### config.mk
export PLATFORM = sky130hd
export DESIGN_NAME = dual_port_ram_tdp
export DESIGN_NICKNAME = d
export VERILOG_FILES = /design/src/rtl/dp_mem_pkg.sv /design/src/rtl/dp_mem_rd_pipe.sv /design/src/rtl/dual_port_ram_tdp.sv
export SDC_FILE = /design/constraint.sdc
export NUM_CORES = 1
export LEC_CHECK = 0
export ABC_CLOCK_PERIOD_IN_PS = 2500
export CAP_MARGIN = 20
export CORE_UTILIZATION = 55
export DETAILED_ROUTE_END_ITERATION = 12
export PLACE_DENSITY = 0.78
export SLEW_MARGIN = 25
export SYNTH_ARGS = -nofsm -noshare
export SYNTH_HDL_FRONTEND = slang
export SYNTH_SLANG_ARGS = --single-unit
### constraint.sdc
create_clock -name clk_pi -period 2.5 [get_ports clk_pi]
set_input_delay 0.375 -clock clk_pi [delete_from_list [all_inputs] [get_ports clk_pi]]
set_output_delay 0.375 -clock clk_pi [all_outputs]
set_load 0.05 [all_outputs]
### src/rtl/dp_mem_pkg.sv
// Shared constants for the true dual-port RAM.
//   RD_FIRST / WR_FIRST : cross-port same-cycle read returns old / new word
//   PRIO_A / PRIO_B     : owner of a byte written by both ports in one cycle
//   COLL_CNT_W          : width of the saturating collision counter
package dp_mem_pkg;
  localparam int RD_FIRST   = 0;
  localparam int WR_FIRST   = 1;
  localparam int PRIO_A     = 0;
  localparam int PRIO_B     = 1;
  localparam int COLL_CNT_W = 16;
endpackage

### src/rtl/dp_mem_rd_pipe.sv
// Per-port read-return pipeline, STAGES deep.
//   clk, rst_n        : clock, async active-low reset (drops in-flight reads)
//   in_vld, in_data   : read strobe and resolved array data at access time
//   out_vld, out_data : one-cycle valid pulse; data holds between reads
module dp_mem_rd_pipe #(
  parameter int DATA_W = 8,
  parameter int STAGES = 1
) (
  input  logic              clk,
  input  logic              rst_n,
  input  logic              in_vld,
  input  logic [DATA_W-1:0] in_data,
  output logic              out_vld,
  output logic [DATA_W-1:0] out_data
);
  logic [STAGES:1]   vld_pipe;
  logic [DATA_W-1:0] dat_pipe [1:STAGES];

  always_ff @(posedge clk or negedge rst_n) begin
    if (!rst_n) begin
      vld_pipe <= '0;
      for (int s = 1; s <= STAGES; s++) dat_pipe[s] <= '0;
    end else begin
      vld_pipe[1] <= in_vld;
      if (in_vld) dat_pipe[1] <= in_data;
      // data only advances alongside its valid, so each stage holds the last read
      for (int s = 2; s <= STAGES; s++) begin
        vld_pipe[s] <= vld_pipe[s-1];
        if (vld_pipe[s-1]) dat_pipe[s] <= dat_pipe[s-1];
      end
    end
  end

  assign out_vld  = vld_pipe[STAGES];
  assign out_data = dat_pipe[STAGES];
endmodule

### src/rtl/dual_port_ram_tdp.sv
// True dual-port RAM: one shared array, ports A and B, single clock.
//   clk_pi, rst_ni                 : clock, async active-low reset
//   addr/data/en/we/be_{a,b}_i     : per-port request (be used on writes)
//   data_{a,b}_o, rvalid_{a,b}_o   : read return after READ_LAT cycles
//   collision_o, coll_cnt_o        : same-address-with-write report, saturating count
module dual_port_ram_tdp
  import dp_mem_pkg::*;
#(
  parameter int DATA_W   = 8,
  parameter int ADDR_W   = 3,
  parameter int DEPTH    = 8,
  parameter int READ_LAT = 1,
  parameter int RD_MODE  = RD_FIRST,
  parameter int WR_PRIO  = PRIO_A
) (
  input  logic                  clk_pi,
  input  logic                  rst_ni,
  input  logic [ADDR_W-1:0]     addr_a_i,
  input  logic [DATA_W-1:0]     data_a_i,
  input  logic                  en_a_i,
  input  logic                  we_a_i,
  input  logic [DATA_W/8-1:0]   be_a_i,
  output logic [DATA_W-1:0]     data_a_o,
  output logic                  rvalid_a_o,
  input  logic [ADDR_W-1:0]     addr_b_i,
  input  logic [DATA_W-1:0]     data_b_i,
  input  logic                  en_b_i,
  input  logic                  we_b_i,
  input  logic [DATA_W/8-1:0]   be_b_i,
  output logic [DATA_W-1:0]     data_b_o,
  output logic                  rvalid_b_o,
  output logic                  collision_o,
  output logic [COLL_CNT_W-1:0] coll_cnt_o
);
  localparam int BE_W  = DATA_W / 8;
  localparam int IDX_W = (DEPTH > 1) ? $clog2(DEPTH) : 1;

  if (READ_LAT != 1 && READ_LAT != 2) begin : g_bad_lat
    $error("dual_port_ram_tdp: READ_LAT must be 1 or 2");
  end
  if (DATA_W % 8 != 0) begin : g_bad_dw
    $error("dual_port_ram_tdp: DATA_W must be a multiple of 8");
  end
  if (DEPTH > (1 << ADDR_W)) begin : g_bad_depth
    $error("dual_port_ram_tdp: DEPTH exceeds address space");
  end

  typedef struct packed {
    logic              en;
    logic              we;
    logic [BE_W-1:0]   be;
    logic [ADDR_W-1:0] addr;
    logic [DATA_W-1:0] data;
  } req_t;

  req_t req_a, req_b;
  assign req_a = '{en: en_a_i, we: we_a_i, be: be_a_i, addr: addr_a_i, data: data_a_i};
  assign req_b = '{en: en_b_i, we: we_b_i, be: be_b_i, addr: addr_b_i, data: data_b_i};

  logic [DATA_W-1:0] mem [DEPTH];

  logic              in_a, in_b, wr_a, wr_b, rd_a, rd_b, same, coll;
  logic [IDX_W-1:0]  idx_a, idx_b;
  logic [DATA_W-1:0] old_a, old_b, post_a, post_b, rdat_a, rdat_b;

  assign in_a  = 32'(req_a.addr) < DEPTH;
  assign in_b  = 32'(req_b.addr) < DEPTH;
  assign idx_a = req_a.addr[IDX_W-1:0];
  assign idx_b = req_b.addr[IDX_W-1:0];
  assign wr_a  = req_a.en & req_a.we & in_a;
  assign wr_b  = req_b.en & req_b.we & in_b;
  assign rd_a  = req_a.en & ~req_a.we;
  assign rd_b  = req_b.en & ~req_b.we;
  assign same  = req_a.addr == req_b.addr;
  // be=0 writes still qualify; out-of-range never does
  assign coll  = req_a.en & req_b.en & in_a & in_b & same & (req_a.we | req_b.we);

  // Byte owner: a byte written by both ports goes to the WR_PRIO port.
  function automatic logic [7:0] pick(logic [7:0] old, logic ta, logic [7:0] da,
                                      logic tb, logic [7:0] db);
    if (ta && (!tb || WR_PRIO == PRIO_A)) return da;
    if (tb) return db;
    return old;
  endfunction

  // post_x is the word at port x's address after this edge's writes from
  // both ports; it feeds both the array update and write-first reads.
  always_comb begin
    old_a  = in_a ? mem[idx_a] : '0;
    old_b  = in_b ? mem[idx_b] : '0;
    post_a = old_a;
    post_b = old_b;
    for (int k = 0; k < BE_W; k++) begin
      post_a[8*k +: 8] = pick(old_a[8*k +: 8],
                              wr_a & req_a.be[k], req_a.data[8*k +: 8],
                              wr_b & same & req_b.be[k], req_b.data[8*k +: 8]);
      post_b[8*k +: 8] = pick(old_b[8*k +: 8],
                              wr_a & same & req_a.be[k], req_a.data[8*k +: 8],
                              wr_b & req_b.be[k], req_b.data[8*k +: 8]);
    end
  end

  assign rdat_a = !in_a ? '0 : (RD_MODE == WR_FIRST) ? post_a : old_a;
  assign rdat_b = !in_b ? '0 : (RD_MODE == WR_FIRST) ? post_b : old_b;

  // Contents are not reset; both ports hitting one word write the same value.
  always_ff @(posedge clk_pi) begin
    if (wr_a) mem[idx_a] <= post_a;
    if (wr_b) mem[idx_b] <= post_b;
  end

  always_ff @(posedge clk_pi or negedge rst_ni) begin
    if (!rst_ni) begin
      collision_o <= 1'b0;
      coll_cnt_o  <= '0;
    end else begin
      collision_o <= coll;
      if (coll && coll_cnt_o != '1) coll_cnt_o <= coll_cnt_o + 1'b1;
    end
  end

  dp_mem_rd_pipe #(.DATA_W(DATA_W), .STAGES(READ_LAT)) u_pipe_a (
    .clk(clk_pi), .rst_n(rst_ni), .in_vld(rd_a), .in_data(rdat_a),
    .out_vld(rvalid_a_o), .out_data(data_a_o)
  );

  dp_mem_rd_pipe #(.DATA_W(DATA_W), .STAGES(READ_LAT)) u_pipe_b (
    .clk(clk_pi), .rst_n(rst_ni), .in_vld(rd_b), .in_data(rdat_b),
    .out_vld(rvalid_b_o), .out_data(data_b_o)
  );
endmodule
# Word-level counts from Yosys, hierarchy flattened
# Memory sizes are Yosys's and may differ from the RTL's.
# Cells that the tools add are included.
# Widths: inputs -> output; s select.
# word_totals
reg_bits	35
ram_bits	64
in_bits	30
out_inout_bits	35
wordCells	45
n_memories	1
# op_classes
addsub	1
n_eq_ne	2
muxes	18
bitwise_logic	16
n_reduce_logical	1
# memory_table
memory	words	width	rd	rd_ports_with_merged_regs	wr	line_no	rtl
mem	8	8	2	0	2	dual_port_ram_tdp.sv:60	logic [DATA_W-1:0] mem [DEPTH];
# op_table
op	n
$mux 8	8
$add 16x1->16 const B	1
$ne 16x16->1 const B	1
$and 1x1->1	13
$mux 1	10
$eq 3x3->1	1
$not 1->1	2
$logic_and 1x1->1	1
$or 1x1->1	1

# Logic depth before layout (Yosys ltp)
# logic_depth
depth_word	7
depth_mapped	8
ltp_nobuf	6

# By module
# A second synthesis with hierarchy kept.
# hier_totals
hier_cells	523
hier_area_um2	6411.1
# modules_own_cells
module	instances	cells_each	area_each_um2	seq_area_each_um2
dual_port_ram_tdp	1	487	5698.0	2347.3
dp_mem_rd_pipe	2	18	356.6	225.2

# Worst setup path after synthesis
# Ideal clock, no wire load.
# synth_timing
path_kind	register -> register
from	reg coll_cnt_o[0]
to	reg coll_cnt_o[12]
setup_ns	0.125
arrival_ns	2.138
required_ns	2.375
setup_slack_ns	0.237
stages_incl_launch_ff	6
n_path_buf	0
period_less_slack_ns	2.263
cell_sequence	dfrtp_1 > ha_1 > nand2_1 > or4_1 > or3_4 > mux2_4
# synth_via
elab_chain_len	2
word_cells_on_any_way	3
cone_classes	add/sub: 1; eq/ne: 1; reduce/logical: 1
# synth_lines
item	line_no	rtl
from (decl)	dual_port_ram_tdp.sv:33	output logic [COLL_CNT_W-1:0] coll_cnt_o
from (signal assigned)	dual_port_ram_tdp.sv:118	if (coll && coll_cnt_o != '1) coll_cnt_o <= coll_cnt_o + 1'b1;
branches (longest 2 deep; another with $add 16x1->16)	--	
# Parallel ways; which one is timed is not known.
# A chain may end at the register's enable or synchronous reset.

==> impl_summary.md <==
Pwr
The design draws 4.31 mW. Of the total power, combinational logic draws 28.5%. Sequential cells account for between 40 and 50% of the total power. Net switching is 32.3% of the power. The switching power is 1.39 mW. Across the VDD grid, the largest voltage drop is 516 uV. The internal power consumption is 2.92 mW. Summed over all cells, the static leakage comes to 2.89 nW. Of the total power, the clock network draws 26.8%.

The power per standard cell area is 551 mW/mm2.

Layout
The share of post-route cells with drive strength above 1 is 29.6%. For this run, the post-layout net count is 682. The repair_antennas step left the layout with diodes totalling 0. Relative to the synthesized area, the layout overhead comes to 29.3%. The finished cells cover 0.00783 mm2. Fill cells in the final layout number 673.

Clocking
The later pin in the worst-skew pair is clocked with a latency of 380 ps. In this run, post-CTS hold repair placed 0 buffers. The clock-pin slew of the registers on the worst-case setup and hold paths is 110 ps. Post-CTS timing repair inserted 0 buffers for setup. In this run, CTS created clock tree buffers numbering 9. The number of buffers on the longest clock path is 2.

In this run the clock root is driven by a clkbuf_8. The total number of H-tree levels is 3. The sink count of the clock tree is a little under 100.

The CTS tree is yes.

Setup path
Traced cell by cell, the critical path runs through clkdlybuf4s50_1 -> buf_4 -> buf_4 -> and2b_1 -> buf_4 -> a32oi_1 -> nor3b_2 -> a211oi_1. Data on the critical path arrives at its endpoint at 2530 ps. The delay of the slowest cell on the worst path is 640 ps. Counting stages on the worst path, the most repeated cell is buf_4.

The maximum fanout encountered on the critical timing path is 9. By startpoint and endpoint, the worst setup path is classified as in -> reg. At the worst endpoint, the required time is 2570 ps.

The endpoint class of the critical path is a register. The sum of buffers and inverters on the critical path is 4. STA classifies the critical path startpoint as an input pin.

The cell type group with the largest total delay on the critical path is buffers and inverters. The largest individual stage delay along the critical path comes from the cell nor3b_2.

Flow run
The number of maximum-capacitance violations is 0.

Global routing
The number of antenna violations at the first check in global routing is 0. The maximum number of pins on one net before global-route repair is 36. The total congestion overflow after global routing is 0. The global-route wire length before repair is a little under 30000 um. The number of global-route vias before repair is 5541. The all-layer global routing usage is 34.6%.

Synth
The fraction of registers with async set or reset after synthesis is 35.4%. The share of Yosys cell area claimed by the top area cell type is 31.7%. The post-synth design cell area is 0.00605 mm2. Of the synthesized area, sequential elements account for 46.2%. The count of flip-flops with a built-in enable after synthesis is 64. By count the netlist is led by 64 x edfxtp_1, 64 x o22ai_1, 55 x a221oi_1. Synthesis instantiated 53 different standard cells from the library. Among all flip-flop cells after synthesis, the most frequent one is edfxtp_1. The synthesized net count is 535. The largest area contributor in the netlist is edfxtp_1. Yosys attributes the largest share of cell area to edfxtp_1 32%, dfrtp_1 14%, mux4_2 10%. In the synthesized netlist, the number of instances is 504. The total of flip-flops plus latches after synthesis is roughly 100. For this run, the number of Yosys warnings is 0. The mean post-synth cell area is 12.0 um2.

Timing
The transition time of the tightest slew-check pin is ~930 ps. After layout, the worst path uses a little over nine tenths of the clock period. The hold violation count in the final report came to 0. The total count of max-transition violations in the final report is 0.

Setup repair after global routing left no endpoint under its margin. The final setup violation count is 0. The clock skew after layout is 14.7 ps. Measured against its own limit, the worst slew margin works out to 37.2%. The post-route worst setup slack is 45.0 ps. The setup total negative slack is 0 ps.

The clock period could shrink to 2450 ps. The highest achievable clock rate is 407 MHz.

Placed design
Routability-driven placement finished with a final weighted congestion of slightly above 0.9. The cell area reported after detailed placement is 0.00757 mm2. The count of input and output buffers is 64.

Detailed placement ended at an HPWL of 14400 um. The worst setup slack before clock tree synthesis is -310 ps.

Routing
Detailed routing inserted a total of 5543 vias. The first TritonRoute pass finished after 5 iterations. The routed design has 18700 um of wire. The count of nets left with antenna violations once routing finished came out at 0.

The number of remaining DRC errors is 0. The detailed router finished its first iteration with 680 violations. The routed via count divided by cell count is 7.00. After detailed routing, the average wire length per cell comes to 23.7 um.

Floorplanning
The area of the die is 0.0114 mm2. The number of rows created at floorplan is 37. The area inside the core boundary is 0.0105 mm2. The initial utilization of the core area, before any placement, comes to 57.6%. The I/O pin total is between 60 and 70. The die width is 107 um. The die height is 107 um.

Worst hold path
The class of the tightest hold or removal check is in -> async.

Outcome
The flow ran to the end, and the final reports show no timing, DRC or antenna violations.
==> power by group through the flow <==
| stage | Sequential [mW] | Combinational (mW) | Clock [mW] |
|---|---|---|---|
| finish | 1.93 | 1.23 | 1.16 |
| global route | 1.94 | 1.29 | 1.22 |
| CTS | 1.93 | 1.21 | 1.16 |
| detailed placement | 1.96 | 1.20 | 0 |
| global placement | 1.95 | 1.17 | 0 |
| floorplan | 2.16 | 0.500 | 0 |
==> area by class of cell <==
class | count | area (um2) | area share (%)
multi-input combinational | 362 | 3080 | 39.3
sequential | 99 | 2800 | 35.7
timing repair buffer | 176 | 1540 | 19.7
tap | 136 | 170 | 2.17
clock buffer | 10 | 149 | 1.90
clock inverter | 6 | 77.6 | 0.991
inverter | 3 | 11.3 | 0.144
==> logic make-up after synthesis <==
group           synth area share (%)
compound gates                  21.4
fa+ha+maj                      0.207
buf+inv                         3.37
simple gates                    11.3
flops                           46.2
xor+xnor                        2.71
mux                             14.7
==> final timing paths <==
| kind | start | to | slack [ps] | cells past startpoint |
|---|---|---|---|---|
| max | addr_b_i[1] | mem[7][6] | 50 | 8 |
| min in group clk_pi | u_pipe_a.out_data[7] | u_pipe_a.out_data[7] | 500 | 2 |
| max in group asynchronous | rst_ni | u_pipe_a.out_data[5] | 1780 | 2 |
| min reg2reg | u_pipe_a.out_data[7] | u_pipe_a.out_data[7] | 500 | 2 |
| min | rst_ni | u_pipe_b.out_data[1] | 390 | 2 |
| max reg2reg | coll_cnt_o[0] | coll_cnt_o[12] | 490 | 5 |
==> layer usage <==
metal / vias to the layer above / global-route usage (%) / routed length [um]
met3: 67 / 4.56 / 1980
met4: 0 / 14.4 / 591
met5: - / 0 / 0
met2: 437 / 56.3 / 9010
met1: 2639 / 47.0 / 7160
li1: 2400 / - / -
==> flip-flops by register name, indices dropped and copies added (netlist names) <==
signal and cells:
mem 64, u_pipe_a.out_vld 1, u_pipe_b.out_data 8, u_pipe_b.out_vld 1, collision_o 1, coll_cnt_o 16, u_pipe_a.out_data 8
==> per-stage QoR <==
stage                     hold slack [ps]  std cells  utilization (%)
after floorplan                      79.4        504                -
after global placement                466        776             72.1
after detailed placement              473        776             72.1
after CTS                             404        792             74.2
after global routing                  436        792             74.5
final                                 394        792             74.5
==> timing repair <==
action,in CTS,in global routing
hold endpoints to repair,0,0
setup endpoints to repair,0,14
resized for setup,0,5
==> placed cells by master (no fill, tap or decap), drive strengths merged, types with 2 or more instances in the layout <==
master / instances
xnor2: 12
clkbuf: 10
edfxtp: 64
o31ai: 2
inv: 6
a211oi: 8
mux4: 30
nand3b: 2
and3: 5
nand4: 6
nor2b: 3
a221oi: 56
mux2: 3
nand3: 12
o22ai: 64
nand2b: 13
buf: 112
a21oi: 10
xor2: 5
nor2: 14
nor3: 17
o21ai: 21
nor4: 4
mux2i: 17
or3: 2
nand2: 39
dfrtp: 35
a31oi: 5
clkdlybuf4s50: 64
Note: power is estimated with default switching activity, not from simulation.
